`src/rtl/seq_pkg.sv`:
```
// Shared definitions for the serial sequence blocks: state encoding used by both
// the pattern generator and the detector, plus a counter-width helper.
package seq_pkg;

    localparam logic [1:0] S_IDLE  = 2'd0;
    localparam logic [1:0] S_SHIFT = 2'd1;
    localparam logic [1:0] S_GAP   = 2'd2;

    typedef enum logic [1:0] {
        ST_IDLE  = S_IDLE,
        ST_SHIFT = S_SHIFT,
        ST_GAP   = S_GAP
    } state_t;

    // Bits needed to hold values 0..n-1, never less than one bit.
    function automatic int cnt_width(input int n);
        return (n < 2) ? 1 : $clog2(n);
    endfunction

endpackage

```
`src/rtl/seq_piso_shreg.sv`:
```
// Loadable parallel-in / serial-out shift register, MSB first, zero fill.
module seq_piso_shreg #(
    parameter int DW = 8
) (
    input  logic          i_clk,
    input  logic          i_rstn,
    input  logic          i_load,
    input  logic          i_shift,
    input  logic [DW-1:0] i_din,
    output logic          o_msb
);

    logic [DW-1:0] shreg_reg;

    always_ff @(posedge i_clk or negedge i_rstn) begin
        if (!i_rstn) begin
            shreg_reg <= '0;
        end else if (i_load) begin
            shreg_reg <= i_din;
        end else if (i_shift) begin
            shreg_reg <= {shreg_reg[DW-2:0], 1'b0};
        end
    end

    assign o_msb = shreg_reg[DW-1];

endmodule

```
`src/rtl/seq_gen_moore.sv`:
```
// Moore serial pattern generator: accepts a DW-bit word, emits it MSB first with an
// idle gap afterwards. Define SEQ_GEN_PARITY_EN to append an even-parity bit to each word.
module seq_gen_moore
    import seq_pkg::*;
#(
    parameter int DW      = 8,
    parameter int GAP_CYC = 2
) (
    input  logic          i_clk,
    input  logic          i_rstn,
    input  logic [DW-1:0] i_data,
    input  logic          i_valid,
    output logic          o_ready,
    output logic          o_seq,
    output logic          o_seq_vld,
    output logic          o_busy,
    output logic          o_done
);

    localparam int BW = cnt_width(DW + 1);
    localparam int GW = cnt_width(GAP_CYC + 1);

`ifdef SEQ_GEN_PARITY_EN
    // One extra payload slot: the parity bit goes out when the counter reaches zero.
    localparam logic [BW-1:0] BIT_LOAD = BW'(DW);
`else
    localparam logic [BW-1:0] BIT_LOAD = BW'(DW - 1);
`endif
    localparam logic [GW-1:0] GAP_LOAD = GW'((GAP_CYC > 0) ? GAP_CYC - 1 : 0);

    state_t          state_reg, state_next;
    logic [BW-1:0]   bit_cnt_reg, bit_cnt_next;
    logic [GW-1:0]   gap_cnt_reg, gap_cnt_next;
    logic            done_reg, done_next;
    logic            load, shift_en;
    logic            shreg_msb;
    logic            payload_bit;

    seq_piso_shreg #(
        .DW (DW)
    ) u_shreg (
        .i_clk   (i_clk),
        .i_rstn  (i_rstn),
        .i_load  (load),
        .i_shift (shift_en),
        .i_din   (i_data),
        .o_msb   (shreg_msb)
    );

    always_ff @(posedge i_clk or negedge i_rstn) begin
        if (!i_rstn) begin
            state_reg   <= ST_IDLE;
            bit_cnt_reg <= '0;
            gap_cnt_reg <= '0;
            done_reg    <= 1'b0;
        end else begin
            state_reg   <= state_next;
            bit_cnt_reg <= bit_cnt_next;
            gap_cnt_reg <= gap_cnt_next;
            done_reg    <= done_next;
        end
    end

    always_comb begin
        state_next   = state_reg;
        bit_cnt_next = bit_cnt_reg;
        gap_cnt_next = gap_cnt_reg;
        done_next    = 1'b0;
        load         = 1'b0;
        shift_en     = 1'b0;
        case (state_reg)
            ST_IDLE: begin
                if (i_valid) begin
                    load         = 1'b1;
                    bit_cnt_next = BIT_LOAD;
                    state_next   = ST_SHIFT;
                end
            end
            ST_SHIFT: begin
                // Shifting every cycle leaves the register zeroed at word end.
                shift_en = 1'b1;
                if (bit_cnt_reg == '0) begin
                    done_next = 1'b1;
                    if (GAP_CYC > 0) begin
                        state_next   = ST_GAP;
                        gap_cnt_next = GAP_LOAD;
                    end else begin
                        state_next = ST_IDLE;
                    end
                end else begin
                    bit_cnt_next = bit_cnt_reg - BW'(1);
                end
            end
            ST_GAP: begin
                if (gap_cnt_reg == '0) begin
                    state_next = ST_IDLE;
                end else begin
                    gap_cnt_next = gap_cnt_reg - GW'(1);
                end
            end
            default: begin
                state_next = ST_IDLE;
            end
        endcase
    end

`ifdef SEQ_GEN_PARITY_EN
    logic parity_reg;

    always_ff @(posedge i_clk or negedge i_rstn) begin
        if (!i_rstn) begin
            parity_reg <= 1'b0;
        end else if (load) begin
            parity_reg <= ^i_data;
        end
    end

    assign payload_bit = (bit_cnt_reg == '0) ? parity_reg : shreg_msb;
`else
    assign payload_bit = shreg_msb;
`endif

    // Outputs decode registered state only, so there is no input-to-output path.
    assign o_ready   = (state_reg == ST_IDLE);
    assign o_busy    = (state_reg != ST_IDLE);
    assign o_seq_vld = (state_reg == ST_SHIFT);
    assign o_seq     = (state_reg == ST_SHIFT) && payload_bit;
    assign o_done    = done_reg;

endmodule

```
`config.mk`:
```
export PLATFORM = sky130hd
export DESIGN_NAME = seq_gen_moore
export DESIGN_NICKNAME = d
export VERILOG_FILES = /design/src/rtl/seq_pkg.sv /design/src/rtl/seq_piso_shreg.sv /design/src/rtl/seq_gen_moore.sv
export SDC_FILE = /design/constraint.sdc
export NUM_CORES = 1
export LEC_CHECK = 0
export BUFFER_PORTS_ARGS = -buffer_cell sky130_fd_sc_hd__buf_2
export CORE_MARGIN = 2
export CORE_UTILIZATION = 55
export DETAILED_ROUTE_END_ITERATION = 10
export PLACE_DENSITY = 0.76
export SKIP_LAST_GASP = 1
export SLEW_MARGIN = 20
export SYNTH_ARGS = -nofsm -noshare
export SYNTH_HDL_FRONTEND = slang
export SYNTH_SLANG_ARGS = --single-unit
```
`constraint.sdc`:
```
create_clock -name i_clk -period 2.3 [get_ports i_clk]
set_input_delay 0.115 -clock i_clk [delete_from_list [all_inputs] [get_ports i_clk]]
set_output_delay 0.115 -clock i_clk [all_outputs]
set_load 0.05 [all_outputs]
```
## Word-level counts from Yosys, hierarchy flattened

Cells that the tools add are included.

- Flip-flop bits (word level): 17

- Muxes and demuxes: 17
- Eq/ne operators: 7
- Reduce and logical (&&, ||, !) cells: 11
- Add/sub/neg operators: 2

Operators with widths:

| kind | number |
|---|---|
| 8-bit two-way mux | 2 |
| 2-bit two-way mux | 5 |
| 3-bit AND reduction | 3 |
| 4-bit two-way mux | 2 |
| 2-bit != test, second input constant | 4 |
| 4-bit case mux with 2 select lines | 1 |
| 2-bit nonzero test | 4 |
| 2-bit case mux with 3 select lines | 1 |
| 1-bit two-way mux | 5 |
| 2-bit logical NOT | 2 |
| 4-bit logical NOT | 1 |
| 2-bit case mux with 2 select lines | 1 |
| 4-bit by 1-bit subtractor with 4-bit output, second input constant | 1 |
| 2-bit by 1-bit equality test with 1-bit output, second input constant | 1 |
| 2-bit equality test, second input constant | 1 |
| 2-bit by 1-bit != test with 1-bit output, second input constant | 1 |
| 2-bit by 1-bit subtractor with 2-bit output, second input constant | 1 |
| 1-bit logical AND | 1 |

## Longest topological paths before layout

Gate-level depths: netlist (run 1).

- Word-level depth: 4
- Mapped depth: 5
- Gate-level depth less buffers: 5

## Hierarchy

Synthesis (run 1) repeated with hierarchy kept, for this count alone.

- Cell total of the unflattened synthesis: 88
- Area, all modules: 892.1 um^2

Modules (own cells, without submodules):

| module | seq. area each (um^2) | cells each | times used | area each (um^2) |
|---|---|---|---|---|
| seq_gen_moore | 225.2 | 54 | 1 | 523.0 |
| seq_piso_shreg | 200.2 | 34 | 1 | 369.1 |

## Worst setup path before layout (run 1)

OpenSTA, ideal clock, no wires.

- Kind: register to output
- Start point: register state_reg[1]
- End point: output port o_ready
- Stages on the path, launching flop included: 5
- Arrival time: 1.455 ns
- Slack: 0.730 ns
- Data required time: 2.185 ns
- Cells stage by stage: dfrtp_1 buf_2 clkbuf_1 or2_2 inv_1

- Cells in the longest elaborated chain, start to end: 1

Ends and longest elaborated chain:

| element | RTL line | text |
|---|---|---|
| from (decl) | seq_gen_moore.sv:31 | `state_t state_reg, state_next;` |
| from (signal assigned) | seq_gen_moore.sv:57 | `state_reg <= state_next;` |
| 2-bit logical NOT | seq_gen_moore.sv:124 | `assign o_ready = (state_reg == ST_IDLE);` |
| to (decl) | seq_gen_moore.sv:13 | `output logic o_ready,` |

No other way between the ends.

## Worst setup path in the final report (run 1)

- Start point: register state_reg[0]
- End point: output port o_seq

- Cells in the longest elaborated chain, start to end: 2

Ends and longest elaborated chain:

| element | RTL line | text |
|---|---|---|
| 2-bit by 1-bit equality test with 1-bit output | seq_gen_moore.sv:127 | `assign o_seq = (state_reg == ST_SHIFT) && payload_bit;` |
| 1-bit logical AND | seq_gen_moore.sv:127 |  |
| to (decl) | seq_gen_moore.sv:14 | `output logic o_seq,` |

No other way between the ends.

==> summary.md, run 1 <==
| Metric | Value |
|---|---|
| Fin area | `1030 um^2` |
| Layout area overhead | `11.6%` |
| Global-route wire length before repair | `3.08 mm` |
| Layout Utilization | `66.6%` |
| Die Span X | `44.9 um` |
| Leading area contributor after synthesis | `dfrtp_1` |
| Clk sink count | `17` |
| Crit path DAT | `1820 ps` |
| Reg area | `425 um^2` |
| Top-area cell type share of the netlist area | `46.3%` |
| 1st-iter DRT viols | `11` |
| Ys Warns | `0` |
| Total wire length | `1.78 mm` |
| GRT Residual Overflow | `0` |
| Synth top cells by count | `17 x dfrtp_1, 10 x o21ai_0, 9 x a21oi_1, 9 x nor2b_1, 7 x a22oi_1` |
| Vias in the first global route | `716` |
| Final Non-Filler Cells | `129` |
| Slack of the critical path | `362 ps` |
| Layout Skew | `5.80 ps` |
| Worst vdd ir | `0.775 mV` |
| CTS Buffer Depth | `2` |
| Max_cap viols | `0` |
| Tot GR Track Use | `21.0%` |
| Diode count | `0` |
| Port Buffers | `15` |
| Max Fclk | `516 MHz` |
| Total power | `1.27 mW` |
| Routed wire per std cell | `13.8 um` |
| Clock tree from TritonCTS | `built` |
| Main synth FF type | `dfrtp_1` |
| Startpoint types | `flop` |
| CP Class | `reg -> out` |
| Syn nets | `112` |
| Post-synth EDFFs | `0` |
| Synthesized area | `920 um^2` |
| # IOs | `16` |
| Placed insts | `124` |
| Final #Nets | `127` |
| DP Wirelength | `1.20 mm` |
| Avg Cell Area, Syn | `9.29 um^2` |
| Largest net degree at the start of global routing | `24` |
| Endpoints failing hold | `0` |
| Core area | `1540 um^2` |
| Final ANT Viol Nets | `0` |
| Total die area | `2020 um^2` |
| Worst-path clk slew | `110 ps` |
| Die height | `44.9 um` |
| Synth unique cells | `32` |
| Postcts setup bufs | `0` |
| Period utilization | `84.3%` |
| Setup-failing EPs final | `0` |
| Seq cells post-synth | `17` |
| Worst-skew pair later-pin latency | `290 ps` |
| Actual slew at the worst max-slew pin | `739 ps` |
| Via count | `745` |
| Ratio of cells with drive above 1 in the final layout | `21.2%` |
| HP Class | `in -> reg` |
| Initial DRT Pass Iterations | `3` |
| Top post-synthesis cells by area | `dfrtp_1 46%, nor2b_1 6.1%, a22oi_1 5.7%, o21ai_0 5.4%, a21oi_1 4.9%` |
| Area occupied by multi-input gates | `442 um^2` |
| Placer Congestion | `0.797` |
| Critical-path maximum fanout | `23` |
| Minimum clock period | `1940 ps` |
| Clk root buf | `clkbuf_4` |
| Critical Path RT | `2180 ps` |
| R2R Setup Slk | `680 ps` |
| Critical Path End Type | `output port` |
| Initial Util | `59.7%` |
| Place WS | `695 ps` |
| Leak pwr | `0.461 nW` |
| Power per cell area | `1230 nW/um^2` |
| TNS Setup | `0 ps` |
| Cts bufs inserted | `3` |
| Placed Instance Area | `988 um^2` |
| Initial antenna violation count | `0` |
| Asr flop ratio synth | `100%` |
| H-tree levels | `1` |
| Sequential element share of the synthesized area | `46.3%` |
| Status | `complete, no violations` |
| Pins Over Slew Limit | `0` |
| RSZ-0062 raised after global routing | `no` |
| Rel. slew slack | `50.7%` |
| Post-DR vias/cell | `5.78` |
| Post-route DRC | `0` |
| Fill count | `130` |
| CTS resizes | `0` |
| Most frequent cell after synthesis | `dfrtp_1` |
| Max reg flops | `8` |
| Syn Inst Count | `99` |
| Hold Worst Slack | `98.0 ps` |
| Row count | `14` |
[power by group]
group | leakage (nW) | switching, mW | internal [mW]
sequential | 0.214 | 0.140 | 0.404
clock | 0.0177 | 0.0970 | 0.0646
combinational | 0.229 | 0.341 | 0.219
[path summary, 6_finish.rpt]
check,start,end,cells after the start
max,state_reg[0]$_DFFE_PN0P_,o_seq,4
min,i_data[3],u_shreg.shreg_reg[3]$_DFFE_PN0P_,3
max reg2reg,bit_cnt_reg[0]$_DFFE_PN0P_,gap_cnt_reg[1]$_DFFE_PN0P_,5
min reg2reg,u_shreg.shreg_reg[0]$_DFFE_PN0P_,u_shreg.shreg_reg[0]$_DFFE_PN0P_,2
max in group asynchronous,i_rstn,bit_cnt_reg[3]$_DFFE_PN0P_,2
min in group asynchronous,i_rstn,u_shreg.shreg_reg[7]$_DFFE_PN0P_,2
[cell type report]
cell class / instances / share of cell area, %
well taps: 16 / 1.95
flip-flops and latches: 17 / 41.5
clock inverters: 1 / 0.488
inverters: 7 / 2.56
clock buffers: 3 / 2.20
multi-input cells: 69 / 43.0
repair buffers: 16 / 8.29
[critical path, stage by stage (launching register included)]
cell and delay (ps):
dfrtp_1 840, nand2b_4 130, inv_2 170, and2_1 140
buf_2 250
[cells by family after synthesis]
kind of cell	synth area share, %
DFF	46.3
adders and majority gates	2.72
and+or+nand+nor	21.5
buffers and inverters	5.71
AOI/OAI and AO/OA	23.8
[cells in the final DEF (no fill, tap or decap), types with 3 or more instances in the layout]
| cell type | Yosys | final |
|---|---|---|
| a21oi_1 | 9 | 9 |
| a22oi_1 | 7 | 7 |
| buf_2 | 3 | 15 |
| clkbuf_4 | 0 | 3 |
| dfrtp_1 | 17 | 17 |
| inv_1 | 6 | 6 |
| nand2_1 | 3 | 3 |
| nor2_1 | 4 | 4 |
| nor2b_1 | 9 | 9 |
| nor3_1 | 3 | 3 |
| o21ai_0 | 10 | 10 |
[repair_timing]
item,4_1_cts,5_1_grt
setup endpoints to repair,0,0
hold buffers,1,0
hold endpoints to repair,17,0
[metal layers]
layer / part of all wire [%] / up-vias / wire, um / GRT usage, %
li1: - / 383 / - / -
met1: 51 / 348 / 906 / 29.3
met2: 44 / 12 / 789 / 33.3
met3: 4.0 / 2 / 71 / 2.40
met4: 0.79 / 0 / 14 / 8.82
met5: 0 / - / 0 / 0
No activity file was read; power rests on OpenSTA's default activity.
==> inputs of run 2 (changes only) <==
CORE_UTILIZATION = 53   (was 55)
PLACE_DENSITY = 0.73   (was 0.76)
clock period = 2.05 ns   (was 2.3 ns; I/O delays follow)
==> run 2 against run 1 <==
Compared with the run above: register-to-register slack worse by 150 ps; worst hold slack worse by 24 ps; clock-buffer cell count is 1 higher; global-route usage is 1.2 points lower; critical path type unchanged; first-iteration DRC count is 64% higher; clock power is 14% higher; sequential power is 8.1% higher; via count is 1.3% higher.
==> summary.md, run 2 (synthesized netlist as in run 1, its figures left out) <==
| Metric | Value |
|---|---|
| Worst vdd ir | `0.696 mV` |
| Routed wire per std cell | `13.2 um` |
| Period utilization | `86.1%` |
| Most frequent standard cell in the layout excluding fill and tap cells | `dfrtp_1` |
| Clk sink count | `17` |
| CP Class | `reg -> out` |
| Met3 Wirelength | `67 um` |
| Rel. slew slack | `67.2%` |
| Crit path DAT | `1660 ps` |
| Port Buffers | `15` |
| Via count | `755` |
| Critical-path maximum fanout | `18` |
| Sequential Power Share | `40.9%` |
| Tot GR Track Use | `19.8%` |
| DP Wirelength | `1.22 mm` |
| CP Cell Sequence | `nand2b_4 > inv_2 > and2_1 > buf_2` |
| Final ANT Viol Nets | `0` |
| Leak pwr | `0.467 nW` |
| CTS resizes | `0` |
| Internal Pwr Total | `0.789 mW` |
| Placer Congestion | `0.758` |
| Layout area overhead | `13.2%` |
| Postcts setup bufs | `0` |
| Total wire length | `1.75 mm` |
| Post-route DRC | `0` |
| Hold Worst Slack | `74.4 ps` |
| Final #Nets | `129` |
| Diode count | `0` |
| Core area | `1670 um^2` |
| Minimum clock period | `1760 ps` |
| 1st-iter DRT viols | `18` |
| Setup-failing EPs final | `0` |
| Actual slew at the worst max-slew pin | `493 ps` |
| Endpoints failing hold | `0` |
| Hold Buf Count CTS | `1` |
| Largest net degree at the start of global routing | `19` |
| Initial antenna violation count | `0` |
| Area occupied by multi-input gates | `442 um^2` |
| Initial DRT Pass Iterations | `4` |
| Combinational share of power | `46.2%` |
| CTS Buffer Depth | `2` |
| Critical Path RT | `1950 ps` |
| Row count | `15` |
| Initial Util | `55.1%` |
| Global-route wire length before repair | `2.95 mm` |
| Ratio of cells with drive above 1 in the final layout | `21.7%` |
| RSZ-0062 raised after global routing | `no` |
| TNS Setup | `0 ps` |
| Crit-path max cell delay | `660 ps` |
| Worst-path clk slew | `100 ps` |
| Cts bufs inserted | `3` |
| Clk root buf | `clkbuf_4` |
| Max Fclk | `567 MHz` |
| Layout Skew | `3.66 ps` |
| Post-DR vias/cell | `5.72` |
| Metal-1 WL | `870 um` |
| Die height | `45.7 um` |
| Total die area | `2080 um^2` |
| Startpoint types | `flop` |
| CP bufs+invs | `2` |
| GRT Residual Overflow | `0` |
| Clock tree from TritonCTS | `built` |
| Uppermost layer routed | `met4` |
| Layout Utilization | `62.3%` |
| Worst-skew pair later-pin latency | `300 ps` |
| Power per cell area | `1380 nW/um^2` |
| Status | `complete, no violations` |
| Die Span X | `45.7 um` |
| Critical Path End Type | `output port` |
| H-tree levels | `1` |
| Switch Pwr | `0.649 mW` |
| # IOs | `16` |
| Max_cap viols | `0` |
| Vias in the first global route | `696` |
| Met2 wire length | `766 um` |
| Fill count | `127` |
| HP Class | `in -> reg` |
| Slowest stage cell, crit path | `dfrtp_1` |
| Clock power share | `12.9%` |
| Pins Over Slew Limit | `0` |
| Max reg flops | `8` |
| Most frequent cells in the layout | `17 x dfrtp_1, 15 x buf_2, 10 x o21ai_0` |
| Reg area | `425 um^2` |
| Delay-heaviest family, CP | `flip-flops` |
| Sw frac | `45.1%` |
==> run 2: cell count changes in the layout (fill, tap and decap cells not counted) <==
cell      before  now
buf_4          0    2
clkbuf_1       0    1
clkinv_2       1    0
==> run 2: power groups by stage <==
| stage | logic (mW) | registers [mW] | clock network, mW |
|---|---|---|---|
| after global routing | 0.741 | 0.613 | 0.196 |
| after CTS | 0.668 | 0.587 | 0.188 |
| final | 0.665 | 0.588 | 0.185 |
| after detailed placement | 0.666 | 0.593 | 0 |
| after floorplan | 0.556 | 0.548 | 0 |
| after global placement | 0.652 | 0.589 | 0 |
==> run 2: final timing paths <==
kind / slack, ps / to / startpoint / cells past startpoint
setup / recovery: 290 / o_seq / state_reg[1]$_DFFE_PN0P_ / 4
hold / removal: 70 / u_shreg.shreg_reg[3]$_DFFE_PN0P_ / i_data[3] / 3
setup reg to reg: 530 / gap_cnt_reg[1]$_DFFE_PN0P_ / bit_cnt_reg[0]$_DFFE_PN0P_ / 5
hold reg to reg: 520 / u_shreg.shreg_reg[0]$_DFFE_PN0P_ / u_shreg.shreg_reg[0]$_DFFE_PN0P_ / 2
max in group asynchronous: 1530 / gap_cnt_reg[1]$_DFFE_PN0P_ / i_rstn / 2
min in group asynchronous: 250 / bit_cnt_reg[2]$_DFFE_PN0P_ / i_rstn / 2
==> run 2: layer usage <==
layer,global-route usage [%],vias to the layer above
met5,0,-
met4,8.82,0
met3,2.38,5
met2,31.5,18
met1,26.8,349
li1,-,383
==> run 2: layout make-up <==
cell class / count / share of cell area [%]
clock buffers: 4 / 2.52
multi-input cells: 69 / 42.4
repair buffers: 18 / 9.62
well taps: 17 / 2.04
flip-flops and latches: 17 / 40.9
inverters: 7 / 2.52
==> run 2: tightest hold or removal path, stage by stage <==
cell and delay, ps:
buf_2 70, a21oi_1 40, o21ai_0 120
==> run 2: per-stage QoR <==
| stage | cells | worst slack, ps | total power [mW] | cell area, um^2 |
|---|---|---|---|---|
| after detailed placement | 127 | 546 | 1.26 | 1000 |
| after global placement | 127 | 560 | 1.24 | 1000 |
| final | 132 | 285 | 1.44 | 1040 |
| after global routing | 132 | 184 | 1.55 | 1040 |
| after floorplan | 99 | 492 | 1.10 | 920 |
| after CTS | 132 | 288 | 1.44 | 1040 |
==> inputs of run 3 (changes only) <==
ABC_AREA = 1   (was default)
ABC_CLOCK_PERIOD_IN_PS = 2050   (was default)
CORE_UTILIZATION = 52   (was 53)
==> run 3 against run 2 <==
Compared with the run above: first-iteration DRC count down 44%; non-clock buffer count fell by 1; total power increased by 10%; flip-flop and latch count is the same; combinational power grew 27%; routed wire length is 18% lower.
==> summary.md, run 3 <==
| Metric | Value |
|---|---|
| Worst-path clk slew | `100 ps` |
| Setup-failing EPs final | `0` |
| H-tree levels | `1` |
| Most frequent standard cell in the layout excluding fill and tap cells | `nand2_1` |
| 1st-iter DRT viols | `10` |
| Synth unique cells | `20` |
| Critical path origin | `state_reg[1]$_DFFE_PN0P_` |
| Clk root buf | `clkbuf_4` |
| Top post-synthesis cells by area | `dfrtp_1 52%, nand2_1 8.7%, inv_1 6.4%, o211ai_1 6.4%, nand2_4 4.1%` |
| Post-DR vias/cell | `5.02` |
| Power per cell area | `1660 nW/um^2` |
| Area occupied by multi-input gates | `327 um^2` |
| Most frequent cell after synthesis | `nand2_1` |
| Row count | `14` |
| Sequential element share of the synthesized area | `51.8%` |
| Total die area | `1910 um^2` |
| Via count | `642` |
| Worst vdd ir | `0.867 mV` |
| Ys Warns | `0` |
| Synthesized area | `822 um^2` |
| Status | `complete, no violations` |
| Syn nets | `105` |
| Tot GR Track Use | `19.0%` |
| Global-route wire length before repair | `2.68 mm` |
| Initial Util | `55.2%` |
| Fill count | `135` |
| Leak pwr | `0.496 nW` |
| Minimum clock period | `1490 ps` |
| Routed wire per std cell | `11.2 um` |
| Core area | `1490 um^2` |
| Crit path DAT | `1390 ps` |
| Seq cells post-synth | `17` |
| Placer Congestion | `0.828` |
| Endpoints failing hold | `0` |
| Port Buffers | `15` |
| Layout Skew | `2.77 ps` |
| Cts bufs inserted | `3` |
| Diode count | `0` |
| RSZ-0062 raised after global routing | `no` |
| Reg area | `425 um^2` |
| Avg Cell Area, Syn | `8.94 um^2` |
| Critical Path RT | `1950 ps` |
| Rel. slew slack | `76.1%` |
| Top-area cell type share of the netlist area | `51.8%` |
| Ratio of cells with drive above 1 in the final layout | `25.0%` |
| DP Wirelength | `1.06 mm` |
| Die height | `43.8 um` |
| Max reg flops | `8` |
| Largest net degree at the start of global routing | `18` |
| Final ANT Viol Nets | `0` |
| Post-synth EDFFs | `0` |
| # IOs | `16` |
| Origin of the worst min-delay path | `i_data[2]` |
| Leading area contributor after synthesis | `dfrtp_1` |
| Worst R2R Start | `bit_cnt_reg[0]$_DFFE_PN0P_` |
| Actual slew at the worst max-slew pin | `359 ps` |
| CP Class | `reg -> out` |
| CP Cell Sequence | `inv_1 > nand2_2 > inv_4 > buf_2` |
| R2R depth | `7` |
| Critical-path maximum fanout | `13` |
| Reg-to-reg endpoint | `gap_cnt_reg[1]$_DFFE_PN0P_` |
| Worst-skew pair later-pin latency | `290 ps` |
| Asr flop ratio synth | `100%` |
| Post-route DRC | `0` |
| TNS Setup | `0 ps` |
| Slowest stage cell, crit path | `dfrtp_1` |
| Period utilization | `72.9%` |
| Hold Worst Slack | `38.1 ps` |
| Syn Inst Count | `92` |
| Synth top cells by count | `19 x nand2_1, 17 x dfrtp_1, 14 x inv_1` |
| Main synth FF type | `dfrtp_1` |
| Die Span X | `43.8 um` |
| Initial DRT Pass Iterations | `4` |
| Layout area overhead | `16.3%` |
| Max_cap viols | `0` |
| Pins Over Slew Limit | `0` |
| Initial antenna violation count | `0` |
| Most frequent cells in the layout | `19 x nand2_1, 17 x dfrtp_1, 15 x buf_2` |
| GRT Residual Overflow | `0` |
| Crit path to | `o_seq_vld` |
| Total power | `1.59 mW` |
| Clock tree from TritonCTS | `built` |
| Startpoint types | `flop` |
| Total wire length | `1.43 mm` |
| Final #Nets | `126` |
| Vias in the first global route | `641` |
| Critical Path End Type | `output port` |
| CTS Buffer Depth | `2` |
| R2R Setup Slk | `770 ps` |
| Max Fclk | `669 MHz` |
| HP Class | `in -> reg` |
| Clk sink count | `17` |
| Crit-path max cell delay | `430 ps` |
run 3: cell count changes after synthesis, sizes merged, moves of 6 or more:
cell and change:
a21oi -7, a22oi -7, inv +9, nand2 +20, nor2 +7, nor2b -9, o211ai +6
run 3: what timing repair did:
action,4_1_cts,5_1_grt
gates resized for setup,0,0
hold buffers,2,0
endpoints found under the setup margin,0,0
endpoints found under the hold margin,18,0
buffers inserted,0,0
run 3: power breakdown:
part	internal [mW]	switching (mW)	leakage [nW]	total (mW)
clock network	0.0757	0.104	0.0150	0.179
registers	0.483	0.0770	0.211	0.560
logic	0.256	0.591	0.270	0.847
run 3: critical path: cells and delay by family (launching register included):
| family | cells | cell delay (ps) |
|---|---|---|
| flops | 1 | 430 |
| simple gates | 1 | 160 |
| buf+inv | 3 | 510 |
run 3: worst min-delay path by stage:
stage | slack, ps | end | cells past startpoint
global placement | 40 | u_shreg.shreg_reg[7]$_DFFE_PN0P_ | 1
CTS | 40 | u_shreg.shreg_reg[2]$_DFFE_PN0P_ | 3
global route | 50 | u_shreg.shreg_reg[1]$_DFFE_PN0P_ | 3
floorplan | -190 | bit_cnt_reg[0]$_DFFE_PN0P_ | 0
finish | 40 | u_shreg.shreg_reg[2]$_DFFE_PN0P_ | 3
detailed placement | 40 | gap_cnt_reg[1]$_DFFE_PN0P_ | 1
run 3: per-stage QoR:
step	util, %	worst slack [ps]	area (um^2)	instances
2_1_floorplan	-	583	822	92
3_3_place_gp	61.1	775	910	122
3_5_place_dp	61.1	764	910	122
4_1_cts	64.2	545	956	128
5_1_grt	64.2	463	956	128
6_report	64.2	556	956	128
run 3: cells by family after synthesis:
| family | synth area share [%] |
|---|---|
| and+or+nand+nor | 23.9 |
| buffers and inverters | 8.52 |
| DFF | 51.8 |
| AOI/OAI and AO/OA | 11.7 |
| adders and majority gates | 3.04 |
| xor gates and xnor gates | 1.07 |
run 3: layer usage:
layer  wire, um  track usage, %
met5          0               0
met4         35            10.9
met3         56            2.50
met2        659            31.2
met1        682            24.0
run 3: final cells by class:
cell class,count,area share (%)
Sequential cell,17,44.5
Multi-Input combinational cell,58,34.2
Tap cell,16,2.09
Inverter,16,6.54
Timing Repair Buffer,17,9.95
Clock buffer,4,2.75
